### src/rtl/program_streamer.sv
// ---------------------------------------------------------------------------
// program_streamer
//
// Holds a small program memory of instruction words and shifts a selected
// number of them out serially, MSB first, one bit per clock.  The serial
// bit and its enable drive a processor's load port (inReg[0] / en).
//
// Ports
//   clk       in   rising-edge clock
//   reset     in   asynchronous active-low reset (clears memory too)
//   wr_en     in   write strobe for program memory (ignored while streaming)
//   wr_addr   in   word address for writes
//   wr_data   in   instruction word to store
//   prog_len  in   words to stream, sampled with start (0 or >depth = depth)
//   start     in   begin a stream when idle
//   abort     in   stop an active stream at once, no done pulse
//   load_en   out  high while a bit is presented on load_bit
//   load_bit  out  serial instruction bit, 0 whenever load_en is low
//   busy      out  high while streaming
//   done      out  single-cycle pulse after the last bit of a full stream
//   word_idx  out  word currently being sent
//   bit_idx   out  bit position currently on load_bit
// ---------------------------------------------------------------------------
module program_streamer #(
    parameter int INSTRUCTION_LENGTH = 13,
    parameter int PROG_DEPTH         = 16,
    localparam int AW = $clog2(PROG_DEPTH),
    localparam int LW = $clog2(PROG_DEPTH + 1),
    localparam int BW = $clog2(INSTRUCTION_LENGTH)
) (
    input  logic                          clk,
    input  logic                          reset,
    input  logic                          wr_en,
    input  logic [AW-1:0]                 wr_addr,
    input  logic [INSTRUCTION_LENGTH-1:0] wr_data,
    input  logic [LW-1:0]                 prog_len,
    input  logic                          start,
    input  logic                          abort,
    output logic                          load_en,
    output logic                          load_bit,
    output logic                          busy,
    output logic                          done,
    output logic [AW-1:0]                 word_idx,
    output logic [BW-1:0]                 bit_idx
);

    typedef enum logic [1:0] {
        S_IDLE = 2'd0,
        S_SEND = 2'd1,
        S_DONE = 2'd2
    } state_t;

    localparam logic [BW-1:0] MSB = BW'(INSTRUCTION_LENGTH - 1);

    // Index of the final word; out-of-range lengths mean the whole memory.
    function automatic logic [AW-1:0] last_word(input logic [LW-1:0] len);
        if (len == '0 || len > LW'(PROG_DEPTH))
            return AW'(PROG_DEPTH - 1);
        else
            return AW'(len - LW'(1));
    endfunction

    logic [INSTRUCTION_LENGTH-1:0] mem_q [PROG_DEPTH];

    state_t          state_q, state_d;
    logic [AW-1:0]   last_q, last_d;
    logic [AW-1:0]   word_q, word_d;
    logic [BW-1:0]   bit_q, bit_d;
    logic            en_q, en_d;
    logic            lbit_q, lbit_d;
    logic            busy_q, busy_d;
    logic            done_q, done_d;

    // The memory is frozen during SEND, so the next bit can be fetched
    // combinationally and registered alongside its indices.
    always_comb begin
        state_d = state_q;
        last_d  = last_q;
        word_d  = word_q;
        bit_d   = bit_q;
        en_d    = 1'b0;
        lbit_d  = 1'b0;
        busy_d  = 1'b0;
        done_d  = 1'b0;
        case (state_q)
            S_IDLE: begin
                word_d = '0;
                bit_d  = MSB;
                // abort has priority over start
                if (start && !abort) begin
                    state_d = S_SEND;
                    last_d  = last_word(prog_len);
                    en_d    = 1'b1;
                    busy_d  = 1'b1;
                    lbit_d  = mem_q[0][MSB];
                end
            end
            S_SEND: begin
                if (abort) begin
                    state_d = S_IDLE;
                    word_d  = '0;
                    bit_d   = MSB;
                end else if (bit_q == '0) begin
                    if (word_q == last_q) begin
                        state_d = S_DONE;
                        done_d  = 1'b1;
                        word_d  = '0;
                        bit_d   = MSB;
                    end else begin
                        word_d  = word_q + AW'(1);
                        bit_d   = MSB;
                        en_d    = 1'b1;
                        busy_d  = 1'b1;
                        lbit_d  = mem_q[word_q + AW'(1)][MSB];
                    end
                end else begin
                    bit_d  = bit_q - BW'(1);
                    en_d   = 1'b1;
                    busy_d = 1'b1;
                    lbit_d = mem_q[word_q][bit_q - BW'(1)];
                end
            end
            S_DONE: begin
                state_d = S_IDLE;
                word_d  = '0;
                bit_d   = MSB;
            end
            default: begin
                state_d = S_IDLE;
                word_d  = '0;
                bit_d   = MSB;
            end
        endcase
    end

    always_ff @(posedge clk or negedge reset) begin
        if (!reset) begin
            state_q <= S_IDLE;
            last_q  <= '0;
            word_q  <= '0;
            bit_q   <= MSB;
            en_q    <= 1'b0;
            lbit_q  <= 1'b0;
            busy_q  <= 1'b0;
            done_q  <= 1'b0;
            for (int i = 0; i < PROG_DEPTH; i++)
                mem_q[i] <= '0;
        end else begin
            state_q <= state_d;
            last_q  <= last_d;
            word_q  <= word_d;
            bit_q   <= bit_d;
            en_q    <= en_d;
            lbit_q  <= lbit_d;
            busy_q  <= busy_d;
            done_q  <= done_d;
            // Writes are locked out only while a stream is in flight.
            if (wr_en && state_q != S_SEND)
                mem_q[wr_addr] <= wr_data;
        end
    end

    assign load_en  = en_q;
    assign load_bit = lbit_q;
    assign busy     = busy_q;
    assign done     = done_q;
    assign word_idx = word_q;
    assign bit_idx  = bit_q;

endmodule

### config.mk
export PLATFORM = sky130hd
export DESIGN_NAME = program_streamer
export DESIGN_NICKNAME = d
export VERILOG_FILES = /design/src/rtl/program_streamer.sv
export SDC_FILE = /design/constraint.sdc
export NUM_CORES = 1
export LEC_CHECK = 0
export BUFFER_PORTS_ARGS = -buffer_cell sky130_fd_sc_hd__buf_2
export CAP_MARGIN = 20
export CORE_ASPECT_RATIO = 0.9
export CORE_MARGIN = 2
export CORE_UTILIZATION = 50
export DETAILED_ROUTE_END_ITERATION = 12
export PLACE_DENSITY = 0.74
export SLEW_MARGIN = 20
export SYNTH_ARGS = -nofsm -noshare
export SYNTH_HDL_FRONTEND = slang
export SYNTH_SLANG_ARGS = --single-unit
### constraint.sdc
create_clock -name clk -period 2.5 [get_ports clk]
set_clock_uncertainty 0.15 [all_clocks]
set_input_delay 0.25 -clock clk [delete_from_list [all_inputs] [get_ports clk]]
set_output_delay 0.25 -clock clk [all_outputs]
set_load 0.05 [all_outputs]
==> run metrics, run 1 <==
gr ovfl total 0; post-synthesis sequential element count 225; vias in the first global route 6976; Post-synth EDFFs 0; CTS H-tree depth 1; RSZ-0062 raised after global routing yes; commonest cells in the netlist dfrtp_1 (223), mux2_2 (209), mux4_2 (57); Synth Cell Area 10500 um^2; Comb power frac 0.164; leading area contributor after synthesis dfrtp_1; DR iter-0 viols between 500 and 600; detailed-route DRC error count 0; share of Yosys cell area claimed by the top area cell type 0.532; fin cells 1092; status complete, but fails checks; sequential area share after synthesis 0.537; Power Total 0.0108 W; FFs w/ async S/R, synth 1.00; Crit. End Element register; Clock Tree Buf Depth 3; Buffers on Ports 38; first-pass GRT wire length 40900 um; Flop pwr share 0.464; count of final setup violators 1; slew at the pin closest to its max-slew limit 0.800 ns; slowest cell on the critical path mux4_2; Setup crit start kind register; Critical Path RT 2.74 ns; Sw Ratio 0.244; NetSw 0.00263 W; vias after detailed routing 6509; root buffer cell clkbuf_16; Hold WC Path Type in -> reg; Hold WS around 0.034 ns; Num CTS Buffers 24; count of clock tree sinks 225; initial core utilization 0.506; kind of critical path reg -> reg; # rows 50; post-synthesis cell count between 600 and 700; total of max-cap violations 0; Synth area leaders dfrtp_1 (53%), mux2_2 (22%), mux4_2 (12%); DIE HEIGHT 141 um; clock tree from TritonCTS yes; RD Place Congestion 0.892; WP data arrival 2.78 ns; fillers 1483; Inst Count DP 1029; Synth warnings 0; CP Max Fanout 7; remaining antenna violation count 0; I/O pin count 39; syn avg cell area 15.0 um^2; Clock Pin Slew Worst Setup and Hold Paths 0.07 ns; final setup margin -0.0353 ns; antenna violations before repair 0; DR pass1 iterations 5; Final #Nets 818; Fin. Hold Viols 0; most common cell in the netlist dfrtp_1; critical path startpoint word_idx[0]; Peak Freq 0.394 GHz; Hold Path Origin wr_data[11]; R2R Path Start word_idx[0]; Pint 0.00815 W; CP top delay family multiplexers; gr usage total 0.243; Post-synth top flop dfrtp_1; VDD IR max 364 uV; clock latency reported for the late side of the worst-skew pair 0.52 ns; Final Cycle Share 1.01; Post-Syn Nets ~730; pin count of the biggest net entering global routing 68; peak per-stage delay on the critical path approximately 0.53 ns; DIE AREA 22100 um^2; worst path cell trace buf_12 > buf_12 > mux4_2 > mux4_2 > nor3_4 > a2111oi_4 > a221oi_2 > o31ai_1; Synth cell types between 40 and 50; final wirelength around 26000 um; Area growth syn-to-layout 20.4%; Die X 157 um; failing checks negative setup slack; HPWL Detailed 16900 um; clock power share 0.372; core area 20700 um^2; Lkg Pwr 5.38 nW; share of cells above drive strength 1 0.546; fin. max-slew vios 0; diodes inserted 0; Pwr per Cell Area 854 nW/um^2; routed len/inst 23.7 um; routed vias/inst 5.96; CP Buf/Inv Count 2; Final min period 2.54 ns; slew margin rel. 0.463
==> timing repair <==
item	CTS	global route
buffers inserted	7	3
setup endpoints to repair	1	1
pin swaps	9	2
hold buffers	8	0
gates resized for setup	20	6
cloned	1	0
endpoints found under the hold margin	191	0
==> layout make-up <==
type / instances / area, um^2 / area share
Timing Repair Buffer: 118 / 1010 / 0.0802
Multi-Input combinational cell: 414 / 4700 / 0.372
Inverter: 5 / 18.8 / 0.00149
Clock inverter: 12 / 219 / 0.0173
Sequential cell: 225 / 5640 / 0.446
Tap cell: 286 / 358 / 0.0283
Clock buffer: 32 / 682 / 0.0540
==> power by group through the flow <==
stage          logic [W]  registers, W  clock network (W)
2_1_floorplan    0.00130       0.00488                  0
3_3_place_gp     0.00161       0.00499                  0
3_5_place_dp     0.00171       0.00505                  0
4_1_cts          0.00178       0.00500            0.00406
5_1_grt          0.00192       0.00510            0.00421
6_report         0.00177       0.00500            0.00401
==> cells in the final DEF, fill, tap and decap left out, types with 7 or more instances in the layout <==
master         count
buf_12            11
buf_2             37
buf_4             56
clkbuf_16         25
dfrtp_1          220
dlygate4sd3_1      8
mux2_2           209
mux2i_1            9
mux4_2            57
nand2_1           18
nand2b_1           7
nor2_1            25
xnor2_1            8
==> final timing paths <==
path,endpoint,depth (start not counted),slack [ns]
max,load_bit,8,-0.04
min in group asynchronous,mem_q[111],2,0.09
max reg2reg,load_bit,8,-0.04
max in group asynchronous,mem_q[183],3,1.26
min reg2reg,mem_q[24],1,0.35
min,mem_q[154],2,0.03
==> sequential cells by signal, indices dropped and copies added, names as in the netlist <==
name,count
load_bit,1
mem_q,208
word_idx,4
state_q,2
done,1
last_q,4
busy,1
bit_idx,4
==> metrics by stage <==
stage	cell area (um^2)	util	setup TNS, ns	setup slack [ns]
after global routing	12600	0.610	-0.116	-0.116
final	12600	0.610	-0.0353	-0.0353
after global placement	11400	0.551	-0.00516	-0.00516
after detailed placement	11400	0.551	-0.0342	-0.0342
after floorplan	10500	-	-0.0652	-0.0652
after CTS	12600	0.607	-0.00458	-0.00458
==> metal layers <==
layer,GRT usage,share of wire,wire length [um]
met4,0.0676,0.020,527
met2,0.396,0.49,12600
met1,0.351,0.45,11500
met3,0.0281,0.049,1260
met5,0,0,0
==> worst reg2reg max path, stage by stage (launching register included) <==
cell,delay [ns]
dfrtp_2,0.38
buf_12,0.12
buf_12,0.13
mux4_2,0.51
mux4_2,0.53
nor3_4,0.22
a2111oi_4,0.06
a221oi_2,0.20
o31ai_1,0.10
==> cell families after synthesis <==
kind of cell / Yosys count / synth area share
buffers and inverters: 59 / 0.0261
adder cells (fa/ha/maj): 3 / 0.00358
flip-flops: 225 / 0.537
multiplexers: 276 / 0.356
AND/OR/NAND/NOR: 85 / 0.0401
AO/OA/AOI/OAI: 39 / 0.0274
XOR/XNOR: 11 / 0.00919
(Power assumes the default switching activity.)
==> run 2, diff against run 1 <==
--- a/config.mk
+++ b/config.mk
@@ -11,7 +11,7 @@
 export CORE_MARGIN = 2
 export CORE_UTILIZATION = 50
 export DETAILED_ROUTE_END_ITERATION = 12
-export PLACE_DENSITY = 0.74
+export PLACE_DENSITY = 0.72
 export SLEW_MARGIN = 20
 export SYNTH_ARGS = -nofsm -noshare
 export SYNTH_HDL_FRONTEND = slang
==> constraint.sdc (replaced) <==
create_clock -name clk -period 3.3 [get_ports clk]
set_clock_uncertainty 0.15 [all_clocks]
set_input_delay 0.33 -clock clk [delete_from_list [all_inputs] [get_ports clk]]
set_output_delay 0.33 -clock clk [all_outputs]
set_load 0.05 [all_outputs]
==> run 2 against run 1 <==
Against the previous run: the flow now finishes without violations; critical path depth shrank 2; clock power shrank 31%; die area is the same; cell count shrank 3.3%; via count shrank 3.7%; non-clock buffer count shrank 36; clock-buffer cell count grew 4; combinational power shrank 27%; largest power group unchanged.
==> run metrics, run 2 (synthesized netlist as in run 1, its figures left out) <==
status finished clean; Pint 0.00594 W; Clock Pin Slew Worst Setup and Hold Paths 0.06 ns; count of final setup violators 0; Clock Tree Buf Depth 3; fin. max-slew vios 0; vias in the first global route between 6000 and 7000; Sw Ratio 0.244; Hold Path Stages 4; Die X 157 um; pin count of the biggest net entering global routing 106; Critical Path RT 3.53 ns; slew margin rel. 0.364; first-pass GRT wire length between 30000 and 40000 um; HPWL Detailed 16400 um; setup tns final 0 ns; root buffer cell clkbuf_16; RD Place Congestion 0.820; detailed-route DRC error count 0; WP data arrival 3.23 ns; DIE AREA 22100 um^2; clock power share 0.354; CP Max Fanout 32; peak per-stage delay on the critical path 0.81 ns; VDD IR max 405 uV; Flop pwr share 0.481; worst path cell trace mux4_2 > mux4_2 > nor3_1 > a2111oi_0 > a221oi_2 > o31ai_1; most frequent cells in the layout dfrtp_1 (221), mux2_2 (209), mux4_2 (57); CTS H-tree depth 1; CP Buf/Inv Count 0; Num CTS Buffers 24; final setup margin just over 0.3 ns; core area a little over 20000 um^2; hold_buf cts 5; Min-Delay Endpoint last_q[1]; Hold WC Path Type in -> reg; initial core utilization 0.506; reg2reg end load_bit; Final #Nets 782; routed len/inst 23.0 um; vias after detailed routing 6267; Final Cycle Share 0.907; Area growth syn-to-layout 14.6%; R2R cell count 6; diodes inserted 0; kind of critical path reg -> reg; leading cell type in the layout, fill and taps excluded dfrtp_1; post-CTS resize count 0; Pwr per Cell Area between 600 and 700 nW/um^2; gr ovfl total 0; Final min period roughly 3 ns; RSZ-0062 raised after global routing no; DR iter-0 viols 598; gr usage total 0.232; dpl cell area roughly 11000 um^2; count of clock tree sinks between 200 and 250; final wirelength between 20000 and 25000 um; routed vias/inst 5.93; FF-to-FF setup slack 0.31 ns; CP top delay family multiplexers; most frequent CP cell mux4_2; Largest register FFs between 200 and 250; slew at the pin closest to its max-slew limit 0.954 ns; design area 12000 um^2; clock tree from TritonCTS yes; Place WS 0.283 ns; slowest cell on the critical path dfrtp_4; Setup crit start kind register; DR pass1 iterations 5; Comb power frac 0.165; Buffers on Ports 38; DIE HEIGHT between 100 and 150 um; share of cells above drive strength 1 0.506; R2R Path Start word_idx[0]; largest reg by FF count mem_q; Hold WS 0.0348 ns; Fin. Hold Viols 0; Peak Freq 0.334 GHz; Hold Path Origin prog_len[1]; NetSw around 0.0019 W; Crit. End Element register; I/O pin count 39; remaining antenna violation count 0; clock latency reported for the late side of the worst-skew pair 0.51 ns; total of max-cap violations 0; Lkg Pwr 5.11 nW; antenna violations before repair 0; # rows 50; Setup Fix Bufs, Post-CTS 0
run 2: changes by cell type in the layout (fill, tap and decap cells not counted), moves of 2 or more:
cell           change
buf_4             -20
buf_12             -8
a221oi_1           +3
a221oi_2           -3
bufinv_16          -3
clkbuf_1           +3
dlygate4sd3_1      -3
buf_16             -2
buf_6              -2
dfrtp_2            -2
nor3_1             +2
o21ai_0            +2
run 2: how the worst max path moves through the flow:
stage / startpoint / end / slack (ns) / cells past startpoint
6_report: word_idx[0] / load_bit / 0.31 / 6
5_1_grt: word_idx[0] / load_bit / 0.06 / 6
3_5_place_dp: word_idx[0] / load_bit / 0.28 / 6
3_3_place_gp: word_idx[0] / load_bit / 0.36 / 7
4_1_cts: word_idx[0] / load_bit / 0.26 / 6
2_1_floorplan: word_idx[0] / load_bit / 0.53 / 9
run 2: area by class of cell:
cell class / count / area (um^2)
clock buffers: 36 / 707
clock inverters: 8 / 124
fillers: 1557 / 8690
inverters: 5 / 18.8
multi-input cells: 414 / 4590
flip-flops and latches: 225 / 5640
well taps: 286 / 358
repair buffers: 82 / 581
run 2: power by group through the flow:
stage	clock network (W)	registers (W)	logic [W]
detailed placement	0	0.00382	0.00130
global placement	0	0.00377	0.00123
global route	0.00296	0.00385	0.00141
floorplan	0	0.00370	0.000982
finish	0.00278	0.00378	0.00130
CTS	0.00283	0.00378	0.00131
run 2: per-layer routing:
layer | global-route usage | up-vias | wire length, um
li1 | - | 2709 | -
met1 | 0.326 | 3338 | 10600
met2 | 0.373 | 174 | 11700
met3 | 0.0409 | 46 | 1280
met4 | 0.0705 | 0 | 691
met5 | 0 | - | 0
run 2: metrics by stage:
step / std cells / utilization / total power, W
6_report: 1056 / 0.580 / 0.00786
3_3_place_gp: 1007 / 0.538 / 0.00500
3_5_place_dp: 1007 / 0.538 / 0.00512
4_1_cts: 1056 / 0.580 / 0.00791
5_1_grt: 1056 / 0.580 / 0.00822
2_1_floorplan: 698 / - / 0.00468
run 2: worst register-to-register path: stages, from the launching register on:
cell	delay (ns)
dfrtp_4	0.81
mux4_2	0.61
mux4_2	0.48
nor3_1	0.28
a2111oi_0	0.17
a221oi_2	0.25
o31ai_1	0.11
==> run 3, diff against run 2 <==
--- a/config.mk
+++ b/config.mk
@@ -10,6 +10,7 @@
 export CORE_ASPECT_RATIO = 0.9
 export CORE_MARGIN = 2
 export CORE_UTILIZATION = 50
+export CTS_BUF_LIST = sky130_fd_sc_hd__clkbuf_8
 export DETAILED_ROUTE_END_ITERATION = 12
 export PLACE_DENSITY = 0.72
 export SLEW_MARGIN = 20
==> constraint.sdc (replaced) <==
create_clock -name clk -period 3.3 [get_ports clk]
set_clock_uncertainty 0.15 [all_clocks]
set_input_delay 0.165 -clock clk [delete_from_list [all_inputs] [get_ports clk]]
set_output_delay 0.165 -clock clk [all_outputs]
set_load 0.05 [all_outputs]
==> run 3 against run 2 <==
Against the previous run: flip-flop and latch count is the same; routed wire length is 1.0% higher; critical path type unchanged; clock-buffer cell count up 11; global-route usage up 0.18 points; via count up 3.0%; cell count is 3.7% higher; worst setup slack worse by 0.032 ns; critical path depth grew 1; critical endpoint unchanged; highest routed layer unchanged; design area up 0.52%.
==> run metrics, run 3 (synthesized netlist as in run 1, its figures left out) <==
status finished clean; count of clock tree sinks 225; Die X 157 um; Final min period between 3 and 4 ns; leading cell type in the layout, fill and taps excluded dfrtp_1; clock power share 0.316; Hold WC Path Type in -> reg; Sw Ratio 0.259; setup tns final 0 ns; initial core utilization 0.506; Final Cycle Share 0.916; Buffers on Ports 38; gr usage total 0.234; routed vias/inst 5.90; Pwr per Cell Area around 600 nW/um^2; slew at the pin closest to its max-slew limit 0.981 ns; fillers 1615; Area growth syn-to-layout 15.2%; HPWL Detailed 16500 um; Inst Count DP 1006; Lkg Pwr around 5.2 nW; Clock Pin Slew Worst Setup and Hold Paths 0.06 ns; diodes inserted 0; most frequent cells in the layout dfrtp_1 (221), mux2_2 (209), mux4_2 (57); Setup Fix Bufs, Post-CTS 0; CP Max Fanout 31; first-pass GRT wire length 39200 um; Flop pwr share 0.506; RSZ-0062 raised after global routing no; clock tree from TritonCTS yes; vias after detailed routing 6458; final wirelength ~25000 um; pin count of the biggest net entering global routing 97; fin. max-slew vios 0; VDD IR max 214 uV; Crit. End Element register; # rows 50; Final #Nets roughly 810; clock latency reported for the late side of the worst-skew pair 0.54 ns; CTS H-tree depth 2; DR pass1 iterations 4; gr ovfl total 0; detailed-route DRC error count 0; vias in the first global route 6944; Largest register FFs 208; hold_buf cts 24; DIE AREA 22100 um^2; DIE HEIGHT roughly 140 um; Comb power frac 0.178; DR iter-0 viols 424; fin cells 1095; remaining antenna violation count 0; WP data arrival between 3 and 4 ns; I/O pin count 39; Fin. Hold Viols 0; antenna violations before repair 0; count of final setup violators 0; core area around 21000 um^2; routed len/inst 22.4 um; Peak Freq approximately 0.33 GHz; slew margin rel. 0.346; RD Place Congestion 0.837; root buffer cell clkbuf_8; total of max-cap violations 0; largest reg by FF count mem_q; post-CTS resize count 0; Hold WS 0.0376 ns; share of cells above drive strength 1 0.497; Setup crit start kind register; Clock Tree Buf Depth 3; NetSw 0.00193 W; Pint roughly 0.0055 W; Num CTS Buffers 37; kind of critical path reg -> reg; Critical Path RT roughly 3.6 ns
run 3: worst paths after layout:
kind / from / end / slack [ns] / cells past startpoint
min in group asynchronous: reset / mem_q[110] / 0.10 / 2
worst max register to register: word_idx[0] / load_bit / 0.28 / 7
worst max-delay path: word_idx[0] / load_bit / 0.28 / 7
worst min register to register: mem_q[100] / mem_q[100] / 0.35 / 1
worst min-delay path: wr_addr[3] / mem_q[40] / 0.04 / 3
max in group asynchronous: reset / word_idx[0] / 1.96 / 3
run 3: area by class of cell:
cell class / instances / area (um^2) / share of cell area
clock buffers: 47 / 647 / 0.0535
clock inverters: 18 / 76.3 / 0.00632
inverters: 5 / 18.8 / 0.00155
multi-input cells: 414 / 4590 / 0.380
flip-flops and latches: 225 / 5640 / 0.467
well taps: 286 / 358 / 0.0296
repair buffers: 100 / 751 / 0.0621
run 3: power groups by stage:
stage	sequential, W	combinational (W)	clock [W]
6_report	0.00377	0.00133	0.00236
5_1_grt	0.00385	0.00144	0.00253
4_1_cts	0.00377	0.00133	0.00241
3_5_place_dp	0.00382	0.00130	0
3_3_place_gp	0.00377	0.00123	0
2_1_floorplan	0.00370	0.000982	0
run 3: layer usage:
| layer | up-vias | wire [um] | track usage | part of all wire |
|---|---|---|---|---|
| met1 | 3388 | 10600 | 0.319 | 0.43 |
| met5 | - | 0 | 0 | 0 |
| met3 | 73 | 1390 | 0.0434 | 0.057 |
| met2 | 220 | 11600 | 0.371 | 0.47 |
| met4 | 0 | 914 | 0.101 | 0.037 |
| li1 | 2777 | - | - | - |
run 3: worst max-delay path, stage by stage (launching register included):
cell and delay, ns:
dfrtp_4 0.66, buf_12 0.28, buf_4 0.24, mux4_2 0.52, a221oi_1 0.32, o21ai_0 0.14
a221oi_1 0.46, o31ai_1 0.11
run 3: through the flow:
| step | setup slack [ns] | total power, W | util | instance area, um^2 |
|---|---|---|---|---|
| 2_1_floorplan | 0.531 | 0.00468 | - | 10500 |
| 3_3_place_gp | 0.406 | 0.00500 | 0.537 | 11100 |
| 3_5_place_dp | 0.351 | 0.00512 | 0.537 | 11100 |
| 4_1_cts | 0.334 | 0.00752 | 0.584 | 12100 |
| 5_1_grt | 0.0981 | 0.00782 | 0.584 | 12100 |
| 6_report | 0.276 | 0.00745 | 0.584 | 12100 |
